===== config.mk =====
export PLATFORM = sky130hd
export DESIGN_NAME = var_delay_line
export DESIGN_NICKNAME = d
export VERILOG_FILES = /design/src/rtl/var_delay_line.sv
export SDC_FILE = /design/constraint.sdc
export NUM_CORES = 1
export LEC_CHECK = 0
export BUFFER_PORTS_ARGS = -buffer_cell sky130_fd_sc_hd__buf_4
export CAP_MARGIN = 30
export CORE_ASPECT_RATIO = 2
export CORE_MARGIN = 8
export CORE_UTILIZATION = 40
export CTS_BUF_LIST = sky130_fd_sc_hd__clkbuf_2
export DETAILED_ROUTE_END_ITERATION = 8
export HOLD_SLACK_MARGIN = 0.06
export PLACE_DENSITY = 0.57
export SYNTH_ARGS = -nofsm -noshare
export SYNTH_HDL_FRONTEND = slang
export SYNTH_SLANG_ARGS = --single-unit

===== constraint.sdc =====
create_clock -name clk -period 7.7 [get_ports clk]
set_input_delay 0.385 -clock clk [delete_from_list [all_inputs] [get_ports clk]]
set_output_delay 0.385 -clock clk [all_outputs]
set_load 0.1 [all_outputs]

===== src/rtl/var_delay_line.sv =====
// var_delay_line: clock-enabled variable delay line over a circular buffer.
// Delay changes, flush and reset restart the fill so stale entries never reach out.
module var_delay_line #(
    parameter int WIDTH     = 24,
    parameter int MAX_DEPTH = 32,
    parameter int DW        = $clog2(MAX_DEPTH + 1)
) (
    input  logic             clk,
    input  logic             rst,
    input  logic             en,
    input  logic             flush,
    input  logic [DW-1:0]    delay,
    input  logic [WIDTH-1:0] in,
    input  logic             in_valid,
    output logic [WIDTH-1:0] out,
    output logic             out_valid,
    output logic             delay_err
);
    localparam int AW = $clog2(MAX_DEPTH);
    localparam logic [DW-1:0] MAXD = DW'(MAX_DEPTH);
    localparam logic [DW:0]   MAXW = (DW+1)'(MAX_DEPTH);
    logic [WIDTH:0]   mem_q [MAX_DEPTH];
    logic [AW-1:0]    wp_q, wp_d, wp_nxt, rd_idx;
    logic [DW-1:0]    cur_q, cur_d, fill_q, fill_d, fill_nxt, clamp;
    logic [DW:0]      rd_sum;
    logic [WIDTH-1:0] out_q, out_d;
    logic             ov_q, ov_d, err_q, err_d;
    logic             clear, accept, full;
    logic [WIDTH:0]   rdata;
    assign clamp    = (delay == '0) ? DW'(1) : (delay > MAXD) ? MAXD : delay;
    assign err_d    = (delay == '0) || (delay > MAXD);
    assign clear    = flush || (clamp != cur_q);
    assign accept   = en && !clear;
    assign fill_nxt = (fill_q == cur_q) ? cur_q : fill_q + 1'b1;
    assign full     = (fill_nxt == cur_q);
    assign wp_nxt   = (wp_q == AW'(MAX_DEPTH - 1)) ? '0 : wp_q + 1'b1;
    // entry written cur-1 accepted edges ago, modulo the (possibly non power-of-two) depth
    assign rd_sum   = (DW+1)'(wp_q) + MAXW + (DW+1)'(1) - {1'b0, cur_q};
    assign rd_idx   = AW'((rd_sum >= MAXW) ? rd_sum - MAXW : rd_sum);
    assign rdata    = (cur_q == DW'(1)) ? {in_valid, in} : mem_q[rd_idx];
    always_comb begin
        cur_d  = clamp;
        wp_d   = accept ? wp_nxt : wp_q;
        fill_d = clear ? '0 : accept ? fill_nxt : fill_q;
        out_d  = clear ? '0 : accept ? (full ? rdata[WIDTH-1:0] : '0) : out_q;
        ov_d   = clear ? 1'b0 : accept ? (full && rdata[WIDTH]) : ov_q;
    end
    always_ff @(posedge clk) begin
        if (accept) mem_q[wp_q] <= {in_valid, in};
    end
    always_ff @(posedge clk or negedge rst) begin
        if (!rst) begin
            wp_q   <= '0;
            cur_q  <= MAXD;
            fill_q <= '0;
            out_q  <= '0;
            ov_q   <= 1'b0;
            err_q  <= 1'b0;
        end else begin
            wp_q   <= wp_d;
            cur_q  <= cur_d;
            fill_q <= fill_d;
            out_q  <= out_d;
            ov_q   <= ov_d;
            err_q  <= err_d;
        end
    end
    assign out       = out_q;
    assign out_valid = ov_q;
    assign delay_err = err_q;
endmodule

; ---- After elaboration in Yosys (flattened, before gate mapping)
; Memories as Yosys holds them, arrays and structs flattened.
; Index checks and enable logic that the tools add are counted.
[classes]
n_lt_le_gt_ge = 2
n_eq_ne = 5
n_reduce_logical = 7
n_addsub = 6
n_mux = 15
[op_table]
columns = cell, count
row1 = $mux W24, 3
row2 = $mux W6, 5
row3 = $mux W25, 1
row4 = $eq A6 B6 Y1, 2
row5 = $mux W5, 2
row6 = $add A5 B6 Y7 const B, 1
row7 = $add A7 B1 Y7 const B, 1
row8 = $ge A7 B6 Y1 const B, 1
row9 = $sub A7 B6 Y7, 1
row10 = $add A6 B1 Y6 const B, 1
row11 = $eq A6 B1 Y1 const B, 1
row12 = $gt A6 B6 Y1 const B, 1
row13 = $logic_not A6 Y1, 1
row14 = $ne A6 B6 Y1, 1
row15 = $add A5 B1 Y5 const B, 1
row16 = $eq A5 B5 Y1 const B, 1
row17 = $sub A5 B1 Y5 const B, 1
row18 = $mux W1, 4
row19 = $logic_and A1 B1 Y1, 2
row20 = $logic_or A1 B1 Y1, 2
row21 = $reduce_bool A2 Y1, 1
row22 = $logic_not A1 Y1, 1
[totals]
mem_bits_rw = 800
out_inout_bits = 26
elab_cells = 42
in_bits = 35
memories = 1
register_bits = 43
[memory_table]
columns = name, words, word_bits, read_ports, rd_ports_with_merged_regs, wr, line_no
row1 = mem_q, 32, 25, 1, 0, 1, 22  ; logic [WIDTH:0] mem_q [MAX_DEPTH];

; ---- Logic depth before layout (Yosys ltp)
; Gate-level depths: netlist of the first run.
; An unclocked memory read counts as a cell.
[depth]
word_depth = 10
ltp_mapped = 13
mapped_depth_nobuf = 11

; ---- Least setup slack after synthesis of the first run
; OpenSTA, ideal clock, no wires.
[synth_timing]
path_kind = register -> register
from = register cur_q[0]
to = register out_q[0], in the netlist out[0]
n_path_buf = 4
stages_incl_launch_ff = 14
required_time_ns = 7.558
path_slack_ns = 4.352
period_less_slack_ns = 3.348
setup_ns = 0.142
arrival_time_ns = 3.206
cell_sequence = dfrtp_1 -> clkbuf_1 -> inv_1 -> ha_1 -> ha_1 -> fa_1 -> clkbuf_1 -> clkbuf_1 -> buf_1 -> mux4_2 -> a22oi_1 -> nand2_1 -> o22ai_1 -> o41ai_2
[synth_between]
elab_chain_cells = 8
word_cells_on_any_way = 18
cone_classes = 2 x add/sub / 1 x order compare / 4 x eq/ne / 6 x mux / 4 x reduce/logical / 1 x memory
[synth_lines]
columns = item, line_no
row1 = start: declaration, 24  ; logic [DW-1:0] cur_q, cur_d, fill_q, fill_d, fill_nxt, clamp;
row2 = start signal: assignment, 61  ; cur_q <= cur_d;
row3 = $sub A7 B6 Y7, 38  ; assign rd_sum = (DW+1)'(wp_q) + MAXW + (DW+1)'(1) - {1'b0, cur_q};
row4 = $ge A7 B6 Y1 / $sub A5 B1 Y5 (equally long branches), 39  ; assign rd_idx = AW'((rd_sum >= MAXW) ? rd_sum - MAXW : rd_sum);
row5 = $mux W5, 39
row6 = $mem_v2 Z32 W25, -
row7 = $mux W25, 40  ; assign rdata = (cur_q == DW'(1)) ? {in_valid, in} : mem_q[rd_idx];
row8 = $mux W24 (3 in series), 45  ; out_d = clear ? '0 : accept ? (full ? rdata[WIDTH-1:0] : '0) : out_q;
row9 = end signal: assignment, 63  ; out_q <= out_d;
row10 = end: declaration, 26  ; logic [WIDTH-1:0] out_q, out_d;
; Several ways; a longest one is shown, not always the timed one. The select of a mux whose other input is x is not followed.
; A chain may end at the register's enable or synchronous reset.

; ---- Worst setup path in the final report of the first run
[layout_timing]
from = register wp_q[1]
to = register out_q[12], in the netlist out[12]
[layout_between]
elab_chain_cells = 10
word_cells_on_any_way = 11
cone_classes = 4 x add/sub / 1 x order compare / 5 x mux / 1 x memory
[layout_lines]
columns = item, line_no
row1 = start: declaration, 23  ; logic [AW-1:0] wp_q, wp_d, wp_nxt, rd_idx;
row2 = start signal: assignment, 60  ; wp_q <= wp_d;
row3 = $add A5 B6 Y7 *, 38
row4 = $add A7 B1 Y7 *, 38
row5 = $sub A7 B6 Y7 *, 38
row6 = $ge A7 B6 Y1 / $sub A5 B1 Y5 (equally long branches), 39
row7 = $mux W5 *, 39
row8 = $mem_v2 Z32 W25 *, -
row9 = $mux W25 *, 40
row10 = $mux W24 * (3 in series), 45
; Every way passes the cells marked *; elsewhere a longest branch is shown, timed or not. The select of a mux whose other input is x is not followed.

==> results.md, run 1 <==
* Port Buffers at 60
* Int Power at 7.77 mW
* Unique masters post-synth at 54
* Total negative setup slack at 0 ns
* Total Routing Usage GR at 18.9%
* DP HPWL at between 40000 and 50000 um
* Status: complete, no violations
* CP Data Arrival Time at around 5.4 ns
* Netlist Area Pre-Place at 0.0329 mm2
* Synth Register Bits at 843
* Reg2Reg Capture Point: out[12]
* DR WL/cell at 28.3 um
* Initial antenna violation count at 5
* Final ANT Viol Nets at 0
* Clk slew on worst S/H paths at 0.12 ns
* Register area share after synthesis at 76.2%
* Largest net degree at the start of global routing at between 100 and 150
* Most frequent cells in the layout: 800 x edfxtp_1, 261 x clkbuf_2, 198 x mux4_2
* Startpoint types: register
* Pwr Density at 312 mW/mm2
* Final setup fails at 0
* Vias in the first global route at 18130
* First-pass GRT wire length at 126000 um
* # clock sinks at 843
* DRT Wirelength at between 80000 and 90000 um
* Crit path to: out[12]
* Yosys top cell by area: edfxtp_1
* Post-route clock period utilization at between 50% and 60%
* Net Sw Frac at around a third
* Die Ht at roughly 420 um
* Relative slew slack at 27.9%
* Total CTS buffers at between 150 and 200
* Htree depth at 4
* Yosys warnings at 0
* Site row count at 149
* Per-instance average area after synthesis at around 21 um2
* DR iter-0 viols at between 1500 and 2000
* Area Overhead vs Synth at 15.4%
* Hold crit path type: in -> reg
* Core area at a little over 0.08 mm2
* Worst path required time at approximately 8.9 ns
* Sequential power share at ~43%
* Gate Count Post-Synth at 1586
* Syn nets at 1635
* Vias per cell at around 5.6
* CTS hold repair buffers at between 70 and 80
* Post-synth EDFFs at 800
* Synth top area cells: edfxtp_1 73%, mux4_2 14%, dfrtp_1 3.2%, a22oi_1 2.3%, nand2_1 1.0%
* Reg2reg setup slack at 3.51 ns
* Final Max Tran Viols at 0
* Top cell type's share of synthesized area at 72.9%
* # resized after CTS at 0
* Initial core utilization at between 40% and 50%
* CP max FO at 44
* Design Power at 11.8 mW
* Leakage at 12.8 nW
* CP Buf/Inv Count at 4
* Die ar. at 0.0924 mm2
* Worst-Margin Slew at about 1.1 ns
* Clk buf depth at 3
* Num ports at 61
* FF-to-FF Start: wp_q[1]
* Commonest non-fill, non-tap cell in the layout: edfxtp_1
* FF-to-FF path depth at 12
* Final Cell Area at 0.0380 mm2
* TritonRoute pass-1 iters at 5
* Cell Area, Placed at 0.0352 mm2
* Switch Pwr at 4.07 mW
* # DRC at 0
* Peak VDD IR at 0.271 mV
* Achievable Freq at approximately 240 MHz
* Setup Skew at 0.125 ns
* Combinational power share at 34.2%
* Final-report hold violation count at 0
* CTS tree: done
* Critical Path Slowest Stage Cell: fa_4
* Max_cap viols at 0
* Most used DFF post-synth: edfxtp_1
* Final Core Density at between 40% and 50%
* Post-CTS setup buffer count at 0
* CP max stage delay at ~1.1 ns
* Gp weighted congestion at ~0.74
* Crit path cell chain: inv_1 > ha_1 > inv_1 > ha_1 > fa_4 > buf_16 > buf_4 > mux4_2 > a22oi_1 > nand2_1 > o22ai_1 > o41ai_2
* Share of synthesized flip-flops with an asynchronous set or reset at 5.10%
* Clock Power Share at a little under a quarter
* Chip Width at around 220 um
* CP Capture Type: register
* Share of layout cells above drive strength 1 at 33.6%
* Worst path depth at 12
* CTS root buffer: clkbuf_2
* Crit Path Class: reg -> reg
* Gr ovfl total at 0
* Crit path time final at 4.19 ns
* Clk_lat worst skew at 1.41 ns
* CP delay by family, top: adder cells
* Worst setup startpoint: wp_q[1]
* Fin nets at between 1500 and 2000
* DR vias at 17371
* RSZ-0062 raised after global routing: no
[area by class of cell]
cell class / instances / area (um2)
Fill cell: 7031 / 44000
Sequential cell: 843 / 25100
Multi-Input combinational cell: 635 / 7490
Timing Repair Buffer: 203 / 2370
Tap cell: 1057 / 1320
Clock buffer: 261 / 1310
Clock inverter: 78 / 387
Inverter: 11 / 41.3
Antenna cell: 3 / 7.51
[power by group through the flow]
stage	Clock, mW	Sequential, mW	Combinational, mW
after global placement	0	5.15	3.98
final	2.75	5.05	4.05
after detailed placement	0	5.15	4.02
after global routing	3.05	5.05	4.33
after CTS	2.83	5.05	4.06
after floorplan	0	5.14	2.80
[how the worst min path moves through the flow]
stage                        start         to  slack, ns  cells after the start
after floorplan                rst   cur_q[0]       0.09                      0
after global placement      out[3]     out[3]       0.50                      2
after detailed placement    out[2]     out[2]       0.49                      2
after CTS                 delay[5]    wp_q[3]       0.06                      7
after global routing      delay[5]  fill_q[0]       0.15                      6
final                     delay[5]  fill_q[0]       0.27                      6
[synth_stat cells (4+ instances only)]
cell type	number
edfxtp_1	800
mux4_2	198
a22oi_1	101
nand2_1	89
clkbuf_1	63
nor2_1	43
dfrtp_1	42
and3_1	36
o22ai_1	25
buf_2	24
o41ai_2	17
ha_1	13
o21ai_0	12
inv_1	11
nor2b_1	10
xnor2_1	9
xor2_1	8
buf_1	7
o41ai_1	7
a21oi_1	6
mux2i_1	5
nand3_1	5
nor3_1	5
and2_1	4
mux2_2	4
nand3b_1	4
[logic make-up (layout without fill, tap and decap cells)]
family	after synthesis	count (layout)	synth area share, %
AOI/OAI and AO/OA	185	185	4.55
xor gates and xnor gates	17	17	0.452
adders and majority gates	14	14	0.554
buffers and inverters	108	553	1.39
DFF	843	843	76.2
muxes	207	207	13.8
other	0	3	0
and+or+nand+nor	212	212	3.05
[worst min-delay path: stages]
cell and delay [ns]:
dlygate4sd3_1 0.53, buf_4 0.15, or3_1 0.13, a211o_1 0.15, or2_2 0.23, a21oi_1 0.06
[metrics by stage]
stage | hold slack [ns] | worst slack, ns | instances
6_report | 0.273 | 3.51 | 3091
3_3_place_gp | 0.496 | 3.31 | 2632
4_1_cts | 0.0603 | 3.52 | 3072
3_5_place_dp | 0.494 | 3.56 | 2658
5_1_grt | 0.147 | 3.25 | 3090
2_1_floorplan | 0.0894 | 4.35 | 1586
[sequential cells by signal, indices dropped and copies added (netlist names)]
signal / count
mem_q: 800
delay_err: 1
fill_q: 6
out: 24
wp_q: 5
out_valid: 1
cur_q: 6
[layer usage]
layer	track usage (%)	up-vias	wire length (um)
li1	-	7365	-
met1	24.6	9155	35100
met2	31.7	719	44600
met3	3.94	130	5930
met4	5.71	2	1750
met5	0	-	11
Power figures use the tool's default switching activity.
==> run 2, diff against run 1 <==
Settings changed: PLACE_DENSITY 0.57 to 0.59.
Clock period 7.7 ns to 3.56 ns, I/O delays scaled along.
==> results.md, run 2 (synthesis results as in run 1) <==
* DRT Wirelength at 89300 um
* Largest Register: mem_q
* Startpoint types: register
* First-pass GRT wire length at 127000 um
* Final ANT Viol Nets at 0
* Total negative setup slack at 0 ns
* Post-route clock period utilization at 96.4%
* Max_cap viols at 0
* Most frequent cells in the layout: 800 x edfxtp_1, 274 x clkbuf_2, 198 x mux4_2
* CTS tree: done
* CP Capture Type: register
* Htree depth at 4
* Die ar. at 0.0924 mm2
* Fillers at approximately 7000
* Gp weighted congestion at 0.775
* Area Overhead vs Synth at 17.9%
* Clk slew on worst S/H paths at around 0.13 ns
* Area of the multi-input gates at 0.00749 mm2
* Commonest non-fill, non-tap cell in the layout: edfxtp_1
* # clock sinks at 843
* Share of layout cells above drive strength 1 at 36.4%
* CP Data Arrival Time at 4.54 ns
* DR WL/cell at 28.3 um
* Fin nets at 1997
* Initial core utilization at around two fifths
* Worst path required time at 4.67 ns
* Total CTS buffers at 182
* Peak VDD IR at between 0.5 and 0.6 mV
* Crit path time final at 3.43 ns
* Port Buffers at 60
* Design Power at 26.8 mW
* Clk_lat worst skew at 1.30 ns
* Max reg flops at 800
* Achievable Freq at roughly 300 MHz
* Total Routing Usage GR at 19.2%
* Final Max Tran Viols at 0
* Final Core Density at 47.3%
* Final-report hold violation count at 0
* CTS root buffer: clkbuf_2
* Pwr Density at 691 mW/mm2
* DR vias at between 15000 and 20000
* Final worst slack at 0.128 ns
* Initial antenna violation count at 2
* Vias per cell at 5.68
* # DRC at 0
* Dpl ws at 0.0809 ns
* Crit Path Class: reg -> reg
* DP HPWL at 50400 um
* CP max FO at 52
* Setup Skew at 0.0814 ns
* Hold crit path type: in -> reg
* Largest net degree at the start of global routing at 53
* Gr ovfl total at 0
* Worst-Margin Slew at between 1 and 1.5 ns
* Vias in the first global route at 18321
* Chip Width at 219 um
* Relative slew slack at 29.6%
* Hold_ws at 0.242 ns
* DR iter-0 viols at 1886
* Core area at about 0.082 mm2
* Die Ht at 422 um
* Final setup fails at 0
* Register Area at 0.0251 mm2
* Num ports at 61
* TritonRoute pass-1 iters at 5
* Site row count at 149
* Clk buf depth at 3
* Leakage at 13.3 nW
* Status: complete, no violations
==> run 2: changes by cell type in the layout (fill, tap and decap cells not counted), moves of 4 or more <==
cell / delta
buf_12: +12
clkbuf_2: +13
buf_4: +53
clkinv_1: -19
buf_6: +5
dlygate4sd3_1: +4
bufinv_16: +5
==> run 2: path summary, 6_finish.rpt <==
path,slack [ns],depth (start not counted),end,from
max in group asynchronous,2.71,5,out[23],rst
worst min-delay path,0.24,3,mem_q[14][3],in[3]
worst min register to register,0.52,2,out[20],out[20]
worst max register to register,0.13,11,out[17],wp_q[1]
worst max-delay path,0.13,11,out[17],wp_q[1]
min in group asynchronous,0.50,5,out[16],rst
==> run 2: layout make-up <==
| type | count | area share, % |
|---|---|---|
| antenna | 2 | 0.0129 |
| clock buffer | 274 | 3.53 |
| clock inverter | 59 | 1.13 |
| inverter | 11 | 0.106 |
| multi-input combinational | 635 | 19.3 |
| sequential | 843 | 64.6 |
| tap | 1057 | 3.41 |
| timing repair buffer | 275 | 7.89 |
==> run 2: where the power goes <==
part / internal, mW / switching [mW] / total, mW
clock: 2.57 / 3.68 / 6.25
combinational: 4.51 / 5.20 / 9.71
sequential: 10.9 / 0.0310 / 10.9
total: 17.9 / 8.91 / 26.8
==> run 2: metal layers <==
metal / vias to the layer above / wire length (um) / global-route usage (%)
li1: 7470 / - / -
met1: 9400 / 34800 / 24.7
met2: 881 / 44500 / 31.1
met3: 160 / 7070 / 4.37
met4: 0 / 2840 / 7.84
met5: - / 0 / 0
==> run 2: critical path, cell delays in order (launching register included) <==
cell and delay, ns:
dfrtp_1 0.36, inv_1 0.06, ha_1 0.27, inv_1 0.04, ha_1 0.20, fa_4 0.86, buf_12 0.30, mux4_2 0.37
a22oi_1 0.31, nand2_1 0.09, o22ai_1 0.19, o41ai_2 0.10
==> run 2: metrics by stage <==
stage / std cells / cell area, um2
after floorplan: 1586 / 32900
after global placement: 2722 / 35800
after detailed placement: 2722 / 35800
after CTS: 3134 / 38400
after global routing: 3156 / 38800
final: 3156 / 38800
==> run 2: what timing repair did <==
action,4_1_cts,5_1_grt
resized for setup,0,3
hold buffers,79,0
setup buffers,0,1
endpoints found under the setup margin,0,6
endpoints found under the hold margin,1686,0
